File: src/rtl/stage_reg_skid.sv
// Pipeline stage register with valid/ready handshake and a one-entry skid buffer.
// inReady comes from registered state only, so there is no combinational path from outReady.
module stage_reg_skid #(
  parameter int               WIDTH  = 32,
  parameter logic [WIDTH-1:0] BUBBLE = '0,
  parameter int               CNT_W  = 16
) (
  input  logic             clk,
  input  logic             rst_n,
  input  logic             flush,
  input  logic [WIDTH-1:0] inData,
  input  logic             inValid,
  output logic             inReady,
  output logic [WIDTH-1:0] outData,
  output logic             outValid,
  input  logic             outReady,
  output logic [CNT_W-1:0] stallCount
);

  logic             r_m_valid;
  logic [WIDTH-1:0] r_m_data;
  logic             r_s_valid;
  logic [WIDTH-1:0] r_s_data;
  logic [CNT_W-1:0] r_stall_cnt;

  logic w_accept;
  logic w_m_free;
  logic w_stall;

  assign inReady    = rst_n & ~r_s_valid;
  assign outValid   = r_m_valid;
  assign outData    = r_m_data;
  assign stallCount = r_stall_cnt;

  assign w_accept = inValid & inReady;
  assign w_m_free = ~r_m_valid | outReady;
  assign w_stall  = r_m_valid & ~outReady;

  always_ff @(posedge clk) begin
    if (!rst_n) begin
      r_m_valid   <= 1'b0;
      r_m_data    <= BUBBLE;
      r_s_valid   <= 1'b0;
      r_s_data    <= '0;
      r_stall_cnt <= '0;
    end else begin
      // The stall counter runs even on a flush cycle.
      if (w_stall && (r_stall_cnt != '1))
        r_stall_cnt <= r_stall_cnt + 1'b1;

      if (flush) begin
        r_m_valid <= 1'b0;
        r_m_data  <= BUBBLE;
        r_s_valid <= 1'b0;
      end else if (w_m_free) begin
        if (r_s_valid) begin
          r_m_valid <= 1'b1;
          r_m_data  <= r_s_data;
          r_s_valid <= 1'b0;
        end else if (w_accept) begin
          r_m_valid <= 1'b1;
          r_m_data  <= inData;
        end else begin
          r_m_valid <= 1'b0;
          r_m_data  <= BUBBLE;
        end
      end else if (w_accept) begin
        r_s_valid <= 1'b1;
        r_s_data  <= inData;
      end
    end
  end

endmodule

File: config.mk
export PLATFORM = sky130hd
export DESIGN_NAME = stage_reg_skid
export DESIGN_NICKNAME = d
export VERILOG_FILES = /design/src/rtl/stage_reg_skid.sv
export SDC_FILE = /design/constraint.sdc
export NUM_CORES = 1
export LEC_CHECK = 0
export ABC_CLOCK_PERIOD_IN_PS = 3800
export BUFFER_PORTS_ARGS = -buffer_cell sky130_fd_sc_hd__buf_2
export CAP_MARGIN = 5
export CORE_MARGIN = 2
export CORE_UTILIZATION = 56
export DETAILED_ROUTE_END_ITERATION = 10
export GPL_ROUTABILITY_DRIVEN = 0
export GPL_TIMING_DRIVEN = 0
export PLACE_DENSITY = 0.88
export SKIP_LAST_GASP = 1
export SLEW_MARGIN = 10
export SYNTH_ARGS = -nofsm -noshare
export SYNTH_HDL_FRONTEND = slang
export SYNTH_SLANG_ARGS = --single-unit
File: constraint.sdc
create_clock -name clk -period 3.8 [get_ports clk]
set_input_delay 0.38 -clock clk [delete_from_list [all_inputs] [get_ports clk]]
set_output_delay 0.38 -clock clk [all_outputs]
set_load 0.1 [all_outputs]
; Word level (Yosys, flattened, before mapping)
; Index checks and enable logic that the tools add are counted.
[totals]
word_cells = 25
register_bits = 82
output_inout_bits = 50
in_bits = 37
[classes]
mux = 4
bitwise = 10
add_sub_neg = 1
n_reduce_logical = 4
eq_ne = 1
[op_table]
columns = op, count
row1 = two-way mux 32 bit, 2
row2 = "adder 16 x 1 -> 16 bit, second input constant", 1
row3 = "!= test 16 bit, second input constant", 1
row4 = NOT 1 bit, 6
row5 = bitwise AND 1 bit, 3
row6 = AND reduction 3 bit, 1
row7 = OR reduction 3 bit, 1
row8 = two-way mux 1 bit, 2
row9 = OR reduction 2 bit, 1
row10 = logical AND 1 bit, 1
row11 = OR 1 bit, 1

; Longest topological paths before layout
; Gate-level depths: netlist of run 1.
[logic_depth]
ltp_word = 5
depth_mapped = 7
ltp_nobuf = 5

; Worst setup path before layout of run 1
; OpenSTA, ideal clock, no wires.
[synth_timing]
path_kind = input port to output port
from = input rst_n
to = output inReady
t_arrival_ps = 2299
required_time_ps = 3420
n_path_buf = 2
path_stages = 4
setup_slack_ps = 1121
cell_sequence = clkbuf_1 clkinv_1 clkbuf_1 nor2_1
[synth_via]
elab_chain_cells = 1
[synth_lines]
columns = item, line
row1 = from (decl), 9  ; input logic rst_n,
row2 = bitwise AND 1 bit, 30  ; assign inReady = rst_n & ~r_s_valid;
row3 = to (decl), 13  ; output logic inReady,
; No other way between the ends.

; Worst setup path after layout of run 1
; Ends and elaborated chain as after synthesis.

==> flow_metrics.tcl, run 1 <==
set metrics [dict create \
    syn_area_um2 3281 \
    ant_nets 0 \
    root_buffer "clkbuf_8" \
    crit_arrival_ns 1.92 \
    critical_path_class "input port to output port" \
    core_um2 5574 \
    yosysUniqueCellTypes 34 \
    track_usage 0.2822 \
    seq_area_frac_synth 0.5004 \
    cts_setup_buffers 0 \
    dieArea_um2 6487 \
    yosys.area.top_type "dfxtp_1" \
    setup_viol_count_final 0 \
    worst_slack_ns 1.495 \
    clock.fmax_mhz 433.9 \
    vias 3338 \
    required_ns 3.42 \
    clk_latency_ns 0.36 \
    powerDensity_nw_per_um2 450.0 \
    num_rows 27 \
    drv_cap 0 \
    post_drt_wl_per_cell_um 15.41 \
    hold_start "inData[12]" \
    synth_top_area_frac 0.5004 \
    rrSetupSlack_ns 1.82 \
    pin_count 87 \
    post-dp-hpwl_mm 6.027 \
    startpoint_type "input port" \
    cp_max_fo 10 \
    cts_sinks 82 \
    synth_compound_area_frac 0.1754 \
    p_int_w 0.001349 \
    htree_num_levels 3 \
    place_ws_ns 1.540 \
    tritoncts "yes" \
    cts_made_buffers 9 \
    post-route-period-util 0.6065 \
    ys_ff_latch 82 \
    synth-simple-area-share 0.2563 \
    slew_violations 0 \
    grt_max_degree 15 \
    critPathCaptureType "output port" \
    synthCells 393 \
    start_util 0.5886 \
    num-fill-cells 427 \
    synthTopCellsByArea "dfxtp_1 (50%), nand2_1 (8.9%), a221oi_1 (8.5%)" \
    path_clk_slew_ns 0.09 \
    yosys_warnings 0 \
    worst_pin_slew_ns 0.5779 \
    holdWs_ns 0.2704 \
    hold_depth 3 \
    period_needed_ns 2.305 \
    placed_area_um2 3796 \
    pwr-share-comb 0.100 \
    finalClockSkew_ns 0.009586 \
    worstReg2RegEnd "r_s_data[7]" \
    drive_above_1_share 0.2186 \
    pwr-share-seq 0.482 \
    avgSynthCellArea_um2 8.348 \
    synthAdderAreaFrac 0.003814 \
    place.port_buffers 85 \
    grt_antenna_before_repair 0 \
    die_y_um 80.54 \
    switching_share 0.2572 \
    max-slew-margin-rel 0.6147 \
    hold_violations 0 \
    clockBufferDepth 2 \
    wl_mm 8.723 \
    worst_r2r_path_depth 7 \
    synth_top_family_by_area "simple AND/OR/NAND/NOR gates" \
    ir_drop_uv 315.5 \
    cts_resized 0 \
    final.setup.tns_ns 0 \
    fin_nets 527 \
    timing.rr.start "r_s_valid" \
    holdPathEnd "r_s_data[12]" \
    rsz0062_at_grt "no" \
    die_w_um 80.54 \
    run_status "finished clean" \
    dr.pass1.iters 5 \
    grt_pass1_vias 3101 \
    overflow 0 \
    synth.net_count 431 \
    pwr-share-clk 0.418 \
    synthMuxAreaShare 0.02136 \
    grt_pass1_wl_mm 14.17 \
    finalInstanceArea_um2 4036 \
    n_antenna_cell 0 \
    drc 0 \
    hold_class "input port to register" \
    synth_xor_area_frac 0 \
    initialDrtViolationCount 187 \
    leakage_nw 1.650 \
    cts_hold_buf 0 \
    vias_per_cell 5.898 \
    area_delta_synth_final_pct 23.04 \
    switchingPower_w 0.0004672 \
]
[power groups by stage]
stage          Sequential [W]  Combinational, W  Clock (W)
2_1_floorplan        0.000964         0.0000585          0
3_3_place_gp         0.000895          0.000177          0
3_5_place_dp         0.000896          0.000179          0
4_1_cts              0.000876          0.000180   0.000759
5_1_grt              0.000877          0.000192   0.000799
6_report             0.000876          0.000181   0.000760
[cell usage in the layout, fill, tap and decap left out, drive strengths merged, types with 2 or more instances in the layout]
cell type	n
nand4	6
a221oi	32
nand2	78
o31ai	2
nor2	37
mux2i	7
or3	3
buf	90
clkinv	3
nor3	35
o41ai	2
bufinv	3
nand2b	9
a21oi	42
or4	6
o21ai	3
dfxtp	82
clkbuf	38
inv	2
[layout make-up]
| class | count | area (um^2) | area share |
|---|---|---|---|
| well taps | 72 | 90.09 | 0.02232 |
| flip-flops and latches | 82 | 1642 | 0.4067 |
| plain buffers | 34 | 132.6 | 0.03286 |
| inverters | 2 | 7.507 | 0.001860 |
| clock buffers | 9 | 123.9 | 0.03069 |
| multi-input cells | 275 | 1499 | 0.3714 |
| clock inverters | 7 | 116.4 | 0.02883 |
| repair buffers | 85 | 425.4 | 0.1054 |
[per-stage QoR]
stage                     total power [W]  utilization  instances
final                            0.001816       0.7241        566
after global routing             0.001869       0.7241        566
after CTS                        0.001815       0.7241        566
after detailed placement         0.001075       0.6810        550
after global placement           0.001072       0.6810        550
after floorplan                  0.001023            -        393
[logic make-up (layout without fill, tap and decap cells)]
group	after synthesis	count (layout)
multiplexers	7	7
AO/OA/AOI/OAI	85	85
adder cells (fa/ha/maj)	1	1
buffers and inverters	36	137
flip-flops	82	82
AND/OR/NAND/NOR	182	182
[cell usage after synthesis (all sizes together)]
master	number
o31ai	2
inv	1
nand2	78
o311ai	1
and3b	1
or2	1
clkinv	1
or3	3
nand3b	1
mux2i	7
dfxtp	82
o41ai	2
nor2b	1
a211oi	1
ha	1
nor2	37
o211a	1
nand3	1
a21oi	42
buf	5
and4b	1
nand2b	9
clkbuf	29
nor4bb	1
nor3	35
nand4	6
or4	6
a221oi	32
nor3b	1
o41a	1
o21ai	3
[worst max path at each step]
stage          startpoint      end  slack [ns]  depth (start not counted)
2_1_floorplan       rst_n  inReady        1.12                          4
6_report            rst_n  inReady        1.50                          5
3_3_place_gp        rst_n  inReady        1.54                          5
5_1_grt             rst_n  inReady        1.35                          5
3_5_place_dp        rst_n  inReady        1.54                          5
4_1_cts             rst_n  inReady        1.54                          5
[state kept, by name, summed over array words and instances (netlist names)]
| signal | count |
|---|---|
| r_s_valid | 1 |
| r_s_data | 32 |
| outValid | 1 |
| stallCount | 16 |
| outData | 32 |
[worst max-delay path, stage by stage]
cell	delay (ns)
clkbuf_1	0.38
clkinv_1	0.30
clkbuf_1	0.29
nor2_1	0.13
buf_2	0.43
[metal layers]
layer	routed length (um)	vias up	part of all wire	track usage
met5	0	-	0	0
met4	140	0	0.016	0.1203
met3	647	16	0.074	0.06854
met2	4361	143	0.50	0.4842
met1	3573	1581	0.41	0.3347
li1	-	1598	-	-
No activity file was read; power rests on OpenSTA's default activity.
==> inputs of run 2 (changes only) <==
--- a/config.mk
+++ b/config.mk
@@ -5,15 +5,16 @@
 export SDC_FILE = /design/constraint.sdc
 export NUM_CORES = 1
 export LEC_CHECK = 0
-export ABC_CLOCK_PERIOD_IN_PS = 3800
+export ABC_AREA = 1
+export ABC_CLOCK_PERIOD_IN_PS = 2400
 export BUFFER_PORTS_ARGS = -buffer_cell sky130_fd_sc_hd__buf_2
 export CAP_MARGIN = 5
 export CORE_MARGIN = 2
-export CORE_UTILIZATION = 56
+export CORE_UTILIZATION = 53
 export DETAILED_ROUTE_END_ITERATION = 10
 export GPL_ROUTABILITY_DRIVEN = 0
 export GPL_TIMING_DRIVEN = 0
-export PLACE_DENSITY = 0.88
+export PLACE_DENSITY = 0.84
 export SKIP_LAST_GASP = 1
 export SLEW_MARGIN = 10
 export SYNTH_ARGS = -nofsm -noshare
==> constraint.sdc (replaced) <==
create_clock -name clk -period 2.4 [get_ports clk]
set_input_delay 0.24 -clock clk [delete_from_list [all_inputs] [get_ports clk]]
set_output_delay 0.24 -clock clk [all_outputs]
set_load 0.1 [all_outputs]
==> run 2 against run 1 <==
Effect of this change:
- final cell count rose by 16%
- die area up 11%
- first-iteration DRC count grew 38%
- synthesized area grew 6.0%
- sequential share of layout area decreased by 1.6 points
- via count grew 9.2%
- worst hold slack lost 0.14 ns
- wire length grew 3.4%
- sequential cell count stayed put
- sequential power rose by 59%
- design area grew 4.1%
==> flow_metrics.tcl, run 2 <==
set metrics [dict create \
    num-fill-cells 561 \
    die_w_um 85.00 \
    crit_top_cell "clkbuf_1" \
    place.port_buffers 85 \
    worst_pin_slew_ns 0.4893 \
    synthCells 480 \
    htree_num_levels 3 \
    hold_start "inData[15]" \
    cts_sinks 82 \
    critPathCaptureType "output port" \
    yosys_warnings 0 \
    cts_resized 0 \
    dp.cells 642 \
    synth-main-ff-cell "dfxtp_1" \
    track_usage 0.2488 \
    holdWs_ns 0.1287 \
    synth_top_area_frac 0.4721 \
    pin_count 87 \
    rsz0062_at_grt "no" \
    cts_made_buffers 9 \
    slowest_stage "clkbuf_1" \
    final.setup.tns_ns 0 \
    ir_drop_uv 447.8 \
    powerDensity_nw_per_um2 649.5 \
    run_status "finished clean" \
    crit_start "r_s_valid" \
    cts_hold_buf 0 \
    drv_cap 0 \
    wl_mm 9.020 \
    max-slew-margin-rel 0.6738 \
    clock.fmax_mhz 499.7 \
    cts_setup_buffers 0 \
    vias_per_cell 5.541 \
    cp_max_fo 10 \
    ys_ff_latch 82 \
    start_util 0.5476 \
    hold_violations 0 \
    grt_max_degree 16 \
    grt_pass1_vias 3215 \
    post-dp-hpwl_mm 6.163 \
    fin_nets 614 \
    clockBufferDepth 2 \
    drc 0 \
    multi_input_area_um2 1622 \
    die_y_um 85.00 \
    avgSynthCellArea_um2 7.244 \
    clk_latency_ns 0.36 \
    root_buffer "clkbuf_8" \
    post_drt_wl_per_cell_um 13.71 \
    instances_no_fill 658 \
    timing.rr.start "stallCount[0]" \
    setup_viol_count_final 0 \
    seq_area_frac_synth 0.4721 \
    grt_pass1_wl_mm 14.54 \
    leakage_nw 1.659 \
    n_antenna_cell 0 \
    post-route-period-util 0.8338 \
    startpoint_type "register" \
    yosys.area.top_type "dfxtp_1" \
    slew_violations 0 \
    cpPeakStageDelay_ns 0.38 \
    ant_nets 0 \
    required_ns 2.16 \
    area_delta_synth_final_pct 20.80 \
    overflow 0 \
    crit_path_cell_trace "clkbuf_1 -> clkbuf_1 -> nor2_1 -> buf_2" \
    mostFrequentLayoutCells "nand2_1 (111), a21oi_1 (104), buf_2 (94), dfxtp_1 (82), nor2_1 (49)" \
    syn_area_um2 3477 \
    num_rows 29 \
    final_common_cell "nand2_1" \
    hold_class "input port to register" \
    tritoncts "yes" \
    regArea_um2 1642 \
    path_clk_slew_ns 0.09 \
    yosysMostFrequentCell "nand2_1" \
    dr.pass1.iters 5 \
    synth_commonest_cells "nand2_1 (111), a21oi_1 (104), dfxtp_1 (82)" \
    ys_async_sr_fraction 0 \
    initialDrtViolationCount 258 \
    vias 3646 \
    dieArea_um2 7224 \
    grt_antenna_before_repair 0 \
    finalClockSkew_ns 0.01429 \
    synth.net_count 518 \
    drive_above_1_share 0.2186 \
    critical_path_class "register to output port" \
    crit_arrival_ns 1.76 \
    core_um2 6350 \
    yosysUniqueCellTypes 22 \
    period_needed_ns 2.001 \
    synthTopCellsByArea "dfxtp_1 (47%), a21oi_1 (15%), nand2_1 (12%)" \
    synth_edf_count 0 \
    finalPower_w 0.002728 \
]
run 2: cell count changes after synthesis, moves of 7 or more:
| cell | before | now |
|---|---|---|
| nor2_1 | 37 | 49 |
| nand3_1 | 1 | 44 |
| inv_1 | 1 | 9 |
| o21ai_0 | 0 | 34 |
| nor3_1 | 35 | 1 |
| a21oi_1 | 42 | 104 |
| nand2_1 | 78 | 111 |
| a221oi_1 | 32 | 0 |
| nand2b_1 | 9 | 0 |
| clkbuf_1 | 29 | 15 |
| mux2i_1 | 7 | 0 |
run 2: stage by stage:
step	setup slack, ns	instance area [um^2]	util
6_report	0.3990	4200	0.6615
5_1_grt	0.2785	4200	0.6615
3_3_place_gp	0.7793	3999	0.6298
2_1_floorplan	0.1927	3477	-
3_5_place_dp	0.7520	3999	0.6298
4_1_cts	0.4009	4200	0.6615
run 2: area by class of cell:
class,count,share of cell area
Buffer,33,0.04200
Clock buffer,9,0.02949
Clock inverter,7,0.01847
Inverter,10,0.008937
Multi-Input combinational cell,355,0.3861
Sequential cell,82,0.3908
Tap cell,77,0.02294
Timing Repair Buffer,85,0.1013
run 2: cells by family (layout without fill, tap and decap cells):
kind of cell	after synthesis	after routing	synth area share
compound gates	138	138	0.1986
fa+ha+maj	1	1	0.003598
buf+inv	43	144	0.06153
flops	82	82	0.4721
simple gates	216	216	0.2641
run 2: worst max-delay path: cells and delay by family, from the launching register on:
family | cells | cell delay (ns)
buffers and inverters | 3 | 1.00
DFF | 1 | 0.31
and+or+nand+nor | 1 | 0.09
run 2: layer usage:
layer	vias up	routed length, um	GRT usage
met5	-	0	0
met4	0	210	0.1183
met3	18	670	0.05058
met2	156	4079	0.3920
met1	1677	4060	0.3276
li1	1795	-	-
run 2: final timing paths:
kind,end,slack [ns],cells after the start
worst max-delay path,inReady,0.40,4
worst min-delay path,outData[15],0.13,3
worst max register to register,stallCount[13],0.74,7
worst min register to register,r_s_data[30],0.47,2
run 2: where the power goes:
part	internal, W	switching [W]	total, W
sequential	0.00138	0.0000104	0.00139
combinational	0.0000746	0.000244	0.000318
clock	0.000488	0.000533	0.00102
